===== src/rtl/jt49_pkg.sv =====
// ----------------------------------------------------------------------------
// jt49_pkg
// Shared types and constants for the JT49 register-write queue.
//   JT49_NREGS     number of PSG registers (16)
//   JT49_AW/DW     register index / value widths
//   REG_ENV_SHAPE  envelope-shape register; every write to it retriggers the
//                  envelope, which is why queued writes are never coalesced
//   wrq_state_t    scheduler states
//   wrq_entry_t    one queued write {addr, data}
// ----------------------------------------------------------------------------
package jt49_pkg;
    localparam int JT49_NREGS = 16;
    localparam int JT49_AW    = 4;
    localparam int JT49_DW    = 8;

    localparam logic [JT49_AW-1:0] REG_ENV_SHAPE = 4'd13;

    typedef enum logic [1:0] {
        IDLE  = 2'd0,
        ISSUE = 2'd1,
        GAP   = 2'd2
    } wrq_state_t;

    typedef struct packed {
        logic [JT49_AW-1:0] addr;
        logic [JT49_DW-1:0] data;
    } wrq_entry_t;
endpackage


===== src/rtl/jt49_wrq_fifo.sv =====
// ----------------------------------------------------------------------------
// jt49_wrq_fifo
// Synchronous FIFO of register writes. A push while full and a pop while
// empty are ignored; flush empties the FIFO and overrides push/pop.
// Ports:
//   clk, rst        clock, asynchronous active-high reset
//   flush           synchronous clear
//   push, din       enqueue request and entry
//   pop             dequeue request (head advances at the edge)
//   dout            current head entry (meaningful while !empty)
//   full, empty     status
//   level           entries currently stored, 0..DEPTH
// ----------------------------------------------------------------------------
module jt49_wrq_fifo
    import jt49_pkg::*;
#(
    parameter  int DEPTH = 4,
    localparam int PW    = $clog2(DEPTH),
    localparam int LW    = $clog2(DEPTH) + 1
) (
    input  logic          clk,
    input  logic          rst,
    input  logic          flush,
    input  logic          push,
    input  wrq_entry_t    din,
    input  logic          pop,
    output wrq_entry_t    dout,
    output logic          full,
    output logic          empty,
    output logic [LW-1:0] level
);
    wrq_entry_t    mem [DEPTH];
    logic [PW-1:0] wr_ptr, rd_ptr;
    logic [LW-1:0] count;
    logic          do_push, do_pop;

    assign full    = (count == LW'(DEPTH));
    assign empty   = (count == '0);
    assign level   = count;
    assign dout    = mem[rd_ptr];
    assign do_push = push && !full  && !flush;
    assign do_pop  = pop  && !empty && !flush;

    // NOTE: sequential state uses non-blocking assignments so every register
    // samples pre-edge values regardless of statement order.
    always_ff @(posedge clk or posedge rst) begin
        if (rst) begin
            wr_ptr <= '0;
            rd_ptr <= '0;
            count  <= '0;
        end else if (flush) begin
            wr_ptr <= '0;
            rd_ptr <= '0;
            count  <= '0;
        end else begin
            // DEPTH is a power of two, so pointers wrap naturally.
            if (do_push) wr_ptr <= wr_ptr + PW'(1);
            if (do_pop)  rd_ptr <= rd_ptr + PW'(1);
            if (do_push && !do_pop)      count <= count + LW'(1);
            else if (!do_push && do_pop) count <= count - LW'(1);
        end
    end

    // NOTE: storage has no reset; stale contents are unreachable because the
    // count and pointers are reset, and this keeps the array in plain RAM.
    always_ff @(posedge clk) begin
        if (do_push) mem[wr_ptr] <= din;
    end
endmodule


===== src/rtl/jt49_wrq.sv =====
// ----------------------------------------------------------------------------
// jt49_wrq
// Register-write scheduler between the host bus and the JT49 PSG core. Host
// writes are queued and issued one at a time on cen cycles, with MIN_GAP cen
// pulses of spacing after each issued write.
// Optional feature macro: JT49_WRQ_SHADOW_EN adds a 16x8 shadow copy of the
// core-visible registers with a combinational read port (rd_addr/rd_data).
// Ports:
//   clk, rst               clock, asynchronous active-high reset
//   cen                    base clock enable shared with the PSG divider
//   wr_valid/wr_ready      host handshake; wr_addr/wr_data the write
//   flush                  drop queue, abort spacing, clear ovf
//   psg_wr/psg_addr/psg_din  write strobe and payload to the core
//   busy                   queue non-empty or spacing in progress
//   level                  queued entries
//   ovf                    sticky: write offered while not ready
//   rd_addr/rd_data        shadow read port (shadow build only)
// ----------------------------------------------------------------------------
module jt49_wrq
    import jt49_pkg::*;
#(
    parameter int DEPTH   = 4,
    parameter int MIN_GAP = 1
) (
    input  logic                   clk,
    input  logic                   rst,
    input  logic                   cen,
    input  logic                   wr_valid,
    output logic                   wr_ready,
    input  logic [JT49_AW-1:0]     wr_addr,
    input  logic [JT49_DW-1:0]     wr_data,
    input  logic                   flush,
    output logic                   psg_wr,
    output logic [JT49_AW-1:0]     psg_addr,
    output logic [JT49_DW-1:0]     psg_din,
    output logic                   busy,
    output logic [$clog2(DEPTH):0] level,
    output logic                   ovf
`ifdef JT49_WRQ_SHADOW_EN
    ,
    input  logic [JT49_AW-1:0]     rd_addr,
    output logic [JT49_DW-1:0]     rd_data
`endif
);
    localparam logic [3:0] GAP_LOAD = 4'(MIN_GAP);

    wrq_state_t         state, state_nxt;
    logic [3:0]         gap_cnt, gap_nxt;
    wrq_entry_t         head;
    logic               fifo_full, fifo_empty;
    logic [JT49_AW-1:0] last_addr;
    logic [JT49_DW-1:0] last_data;

    jt49_wrq_fifo #(.DEPTH(DEPTH)) u_fifo (
        .clk   (clk),
        .rst   (rst),
        .flush (flush),
        .push  (wr_valid),
        .din   ('{addr: wr_addr, data: wr_data}),
        .pop   (psg_wr),
        .dout  (head),
        .full  (fifo_full),
        .empty (fifo_empty),
        .level (level)
    );

    // The strobe, and hence the pop, only happens on a cen cycle in ISSUE.
    assign psg_wr   = (state == ISSUE) && cen && !flush;
    assign psg_addr = (state == ISSUE) ? head.addr : last_addr;
    assign psg_din  = (state == ISSUE) ? head.data : last_data;
    assign wr_ready = !fifo_full;
    assign busy     = !fifo_empty || (state == GAP);

    // NOTE: every combinational output gets a default first, so no path
    // through the case can leave it unassigned and infer a latch.
    always_comb begin
        state_nxt = state;
        gap_nxt   = gap_cnt;
        if (flush) begin
            state_nxt = IDLE;
            gap_nxt   = '0;
        end else begin
            case (state)
                IDLE: if (!fifo_empty) state_nxt = ISSUE;
                ISSUE: if (cen) begin
                    if (MIN_GAP == 0) begin
                        // Decide on the pre-edge level: a push landing this
                        // edge is only eligible from the next cycle.
                        state_nxt = (level > 1) ? ISSUE : IDLE;
                    end else begin
                        state_nxt = GAP;
                        gap_nxt   = GAP_LOAD;
                    end
                end
                GAP: if (cen) begin
                    gap_nxt = gap_cnt - 4'd1;
                    if (gap_cnt <= 4'd1) state_nxt = fifo_empty ? IDLE : ISSUE;
                end
                default: state_nxt = IDLE;
            endcase
        end
    end

    always_ff @(posedge clk or posedge rst) begin
        if (rst) begin
            state     <= IDLE;
            gap_cnt   <= '0;
            ovf       <= 1'b0;
            last_addr <= '0;
            last_data <= '0;
        end else begin
            state   <= state_nxt;
            gap_cnt <= gap_nxt;
            if (flush)                     ovf <= 1'b0;
            else if (wr_valid && !wr_ready) ovf <= 1'b1;
            if (psg_wr) begin
                last_addr <= head.addr;
                last_data <= head.data;
            end
        end
    end

`ifdef JT49_WRQ_SHADOW_EN
    // Mirrors what the core has actually been written, so it updates on the
    // issued strobe rather than on host push. Cleared on reset like the core.
    logic [JT49_DW-1:0] shadow [JT49_NREGS];

    always_ff @(posedge clk or posedge rst) begin
        if (rst) begin
            for (int i = 0; i < JT49_NREGS; i++) shadow[i] <= '0;
        end else if (psg_wr) begin
            shadow[head.addr] <= head.data;
        end
    end

    assign rd_data = shadow[rd_addr];
`endif
endmodule


===== config.mk =====
export PLATFORM = sky130hd
export DESIGN_NAME = jt49_wrq
export DESIGN_NICKNAME = d
export VERILOG_FILES = /design/src/rtl/jt49_pkg.sv /design/src/rtl/jt49_wrq_fifo.sv /design/src/rtl/jt49_wrq.sv
export SDC_FILE = /design/constraint.sdc
export NUM_CORES = 1
export LEC_CHECK = 0
export BUFFER_PORTS_ARGS = -buffer_cell sky130_fd_sc_hd__buf_2
export CAP_MARGIN = 20
export CORE_ASPECT_RATIO = 0.75
export CORE_UTILIZATION = 32
export CTS_CLUSTER_DIAMETER = 150
export DETAILED_ROUTE_END_ITERATION = 10
export GPL_TIMING_DRIVEN = 0
export PLACE_DENSITY = 0.59
export RECOVER_POWER = 50
export SLEW_MARGIN = 20
export SYNTH_ARGS = -nofsm -noshare
export SYNTH_HDL_FRONTEND = slang
export SYNTH_SLANG_ARGS = --single-unit

===== constraint.sdc =====
create_clock -name clk -period 3.6 [get_ports clk]
set_input_delay 0.18 -clock clk [delete_from_list [all_inputs] [get_ports clk]]
set_output_delay 0.18 -clock clk [all_outputs]
set_load 0.03 [all_outputs]

==> flow_summary.json <==
{
  "crit_fanout": 9,
  "io_buffers": 33,
  "crit_arrival_ps": 2530,
  "pwr-share-seq_pct": 35.8,
  "area_growth_pct": 18.7,
  "core.rowCount": 32,
  "grt_overflow": 0,
  "start_util_pct": 33.1,
  "synthCells": 220,
  "drtIter0Drc": 73,
  "async_flop_share_pct": 35.1,
  "switching_power_mw": 0.989,
  "cts_htree_levels": 3,
  "antenna_found_initial": 0,
  "seq_area_frac_synth_pct": 60.9,
  "seq_area_um2": 2090,
  "antenna_cells": 0,
  "worstSetupStartpointType": "flip-flop",
  "drtPass1Iterations": 4,
  "critical_path_required_ps": 3800,
  "endpoint_kind": "flip-flop",
  "cts.path.max_buffers": 2,
  "syn_nets": 244,
  "cts_sinks": 74,
  "holdPathStages": 2,
  "final.setup.tns_ps": 0,
  "clk_latency_ps": 330,
  "route.detailed.drc": 0,
  "synth_top_cell_area_share_pct": 42.0,
  "critical_path_class": "flip-flop to flip-flop",
  "clkSlewWorstSetupHoldPaths_ps": 60,
  "setup_viol": 0,
  "drive_above_1_share_pct": 28.4,
  "clock.fmax_mhz": 428,
  "tightest_slew_ps": 981,
  "cts_tree": "done",
  "r2r_slack_ps": 1270,
  "hold-path-endpoint": "gap_cnt[0]",
  "cts_post_setup_buffers_inserted": 0,
  "place_inst": 390,
  "dp_hpwl_mm": 4.47,
  "max-vdd-ir-drop_mv": 0.369,
  "ys_types": 47,
  "grtUsageTotal_pct": 13.1,
  "yosysTopAreaCell": "edfxtp_1",
  "ys_top_cells_by_area": "edfxtp_1 (42%), dfrtp_1 (19%), mux2_4 (6.1%)",
  "fill_cells": 992,
  "period_share_pct": 64.8,
  "cts_resized": 0,
  "min_path_type": "input pin to flip-flop",
  "ioPinCount": 36,
  "cts_root_buf": "clkbuf_16",
  "multiInputGateArea_um2": 1190,
  "die_x_um": 122,
  "internal_power_mw": 2.09,
  "timing.rr.start": "u_fifo.level[0]",
  "finalHoldViolations": 0,
  "grt_pass1_wl_mm": 10.7,
  "skew_ps": 5.98,
  "power.total_mw": 3.08,
  "status": "completed",
  "fin_cells": 407,
  "fp.dieArea_um2": 11200,
  "rsz0062_at_grt": "no",
  "r2r-end": "u_fifo.level[2]",
  "synth.top_cells.by_count": "edfxtp_1 (48), dfrtp_1 (26), mux2_4 (14), nor2_1 (12), mux2_2 (11)",
  "period_minus_slack_ps": 2330,
  "pwr-share-clk_pct": 30.5,
  "pwr-share-comb_pct": 33.6,
  "drt-total-wl_mm": 6.56,
  "p_sw_share_pct": 32.2,
  "p_per_area_nw_per_um2": 755,
  "antenna_left": 0,
  "setup_ws_ps": 1270,
  "reg2regPathDepth": 8,
  "gp_congestion": 0.810,
  "hp-start": "flush",
  "synth.most_common_cell": "edfxtp_1",
  "netlist_area_um2": 3430,
  "syn_avg_cell_area_um2": 15.6,
  "routedWlPerCell_um": 16.1,
  "cts_buffers": 9,
  "dp_slack_ps": 1340,
  "grt_start_max_net_pins": 18,
  "ys_ff_latch": 74,
  "cts_hold_buf": 1,
  "cap_violations": 0,
  "slew_viol_final": 0,
  "synth_edf_count": 48,
  "max_slew_margin_pct": 34.6,
  "nets": 290,
  "vias_per_cell": 4.78,
  "vias": 1945,
  "coreArea_um2": 10400,
  "dominantRegCellSynth": "edfxtp_1",
  "p_leak_nw": 1.54,
  "grt_pass1_vias": 2062,
  "synth_warnings": 0,
  "die_h_um": 91.7
}
[cell families after synthesis]
group	count (synthesis)	synth area share [%]
flip-flops	74	60.9
AND/OR/NAND/NOR	42	6.30
multiplexers	40	19.0
AO/OA/AOI/OAI	28	5.58
buffers and inverters	25	4.37
adder cells (fa/ha/maj)	7	2.77
XOR/XNOR	4	1.02
[critical path, stage by stage (launching register included)]
cell and delay [ps]:
dfrtp_1 370, clkbuf_1 220, or3b_1 470, nand2_1 170, a211oi_1 90, fa_1 430
o22a_1 220, o221ai_1 170, a21oi_1 70
[placed cells by master (no fill, tap or decap), types with 7 or more instances in the layout]
cell	instances
nor2_1	12
mux4_2	7
inv_1	10
mux2_4	14
o21ai_0	7
edfxtp_1	48
clkbuf_16	9
dfrtp_1	26
buf_2	21
mux2_2	11
nand2_1	9
clkbuf_1	23
[metrics by stage]
stage | hold slack, ps | utilization (%) | cell area [um^2]
after floorplan | 220 | - | 3430
after global routing | 60.7 | 39.3 | 4080
after global placement | 391 | 36.3 | 3770
final | 58.6 | 39.3 | 4080
after detailed placement | 211 | 36.5 | 3780
after CTS | 42.5 | 39.6 | 4110
[state kept, by name, summed over array words and instances (netlist names)]
register,count
state,2
u_fifo.wr_ptr,2
last_data,8
u_fifo.rd_ptr,2
gap_cnt,4
u_fifo.level,3
u_fifo.mem,48
last_addr,4
ovf,1
[layer usage]
layer	wire length (um)	vias to the layer above	track usage, %	part of all wire (%)
met5	0	-	0	0
met3	283	6	4.54	4.3
li1	-	925	-	-
met2	3010	32	20.1	46
met4	59	0	4.63	0.90
met1	3210	982	17.0	49
[power groups by stage]
stage          Clock (mW)  Combinational (mW)  Sequential [mW]
6_report            0.939                1.03             1.10
5_1_grt             0.988                1.12             1.12
4_1_cts             0.958                1.06             1.10
3_5_place_dp            0                1.05             1.12
3_3_place_gp            0                1.04             1.11
2_1_floorplan           0               0.789             1.13
[area by class of cell]
class / instances / share of cell area (%)
Clock inverter: 5 / 2.00
Clock buffer: 11 / 5.71
Timing Repair Buffer: 35 / 3.90
Buffer: 15 / 2.73
Multi-Input combinational cell: 121 / 29.2
Tap cell: 136 / 4.18
Sequential cell: 74 / 51.3
Inverter: 10 / 0.921
[worst max-delay path by stage]
stage | from | endpoint | depth (start not counted)
after floorplan | u_fifo.level[2] | u_fifo.level[2] | 8
after CTS | u_fifo.level[0] | u_fifo.level[2] | 8
after detailed placement | u_fifo.level[0] | u_fifo.level[2] | 8
after global routing | u_fifo.level[0] | u_fifo.level[2] | 8
after global placement | state[0] | u_fifo.level[1] | 9
final | u_fifo.level[0] | u_fifo.level[2] | 8
Note: power is estimated with default switching activity, not from simulation.
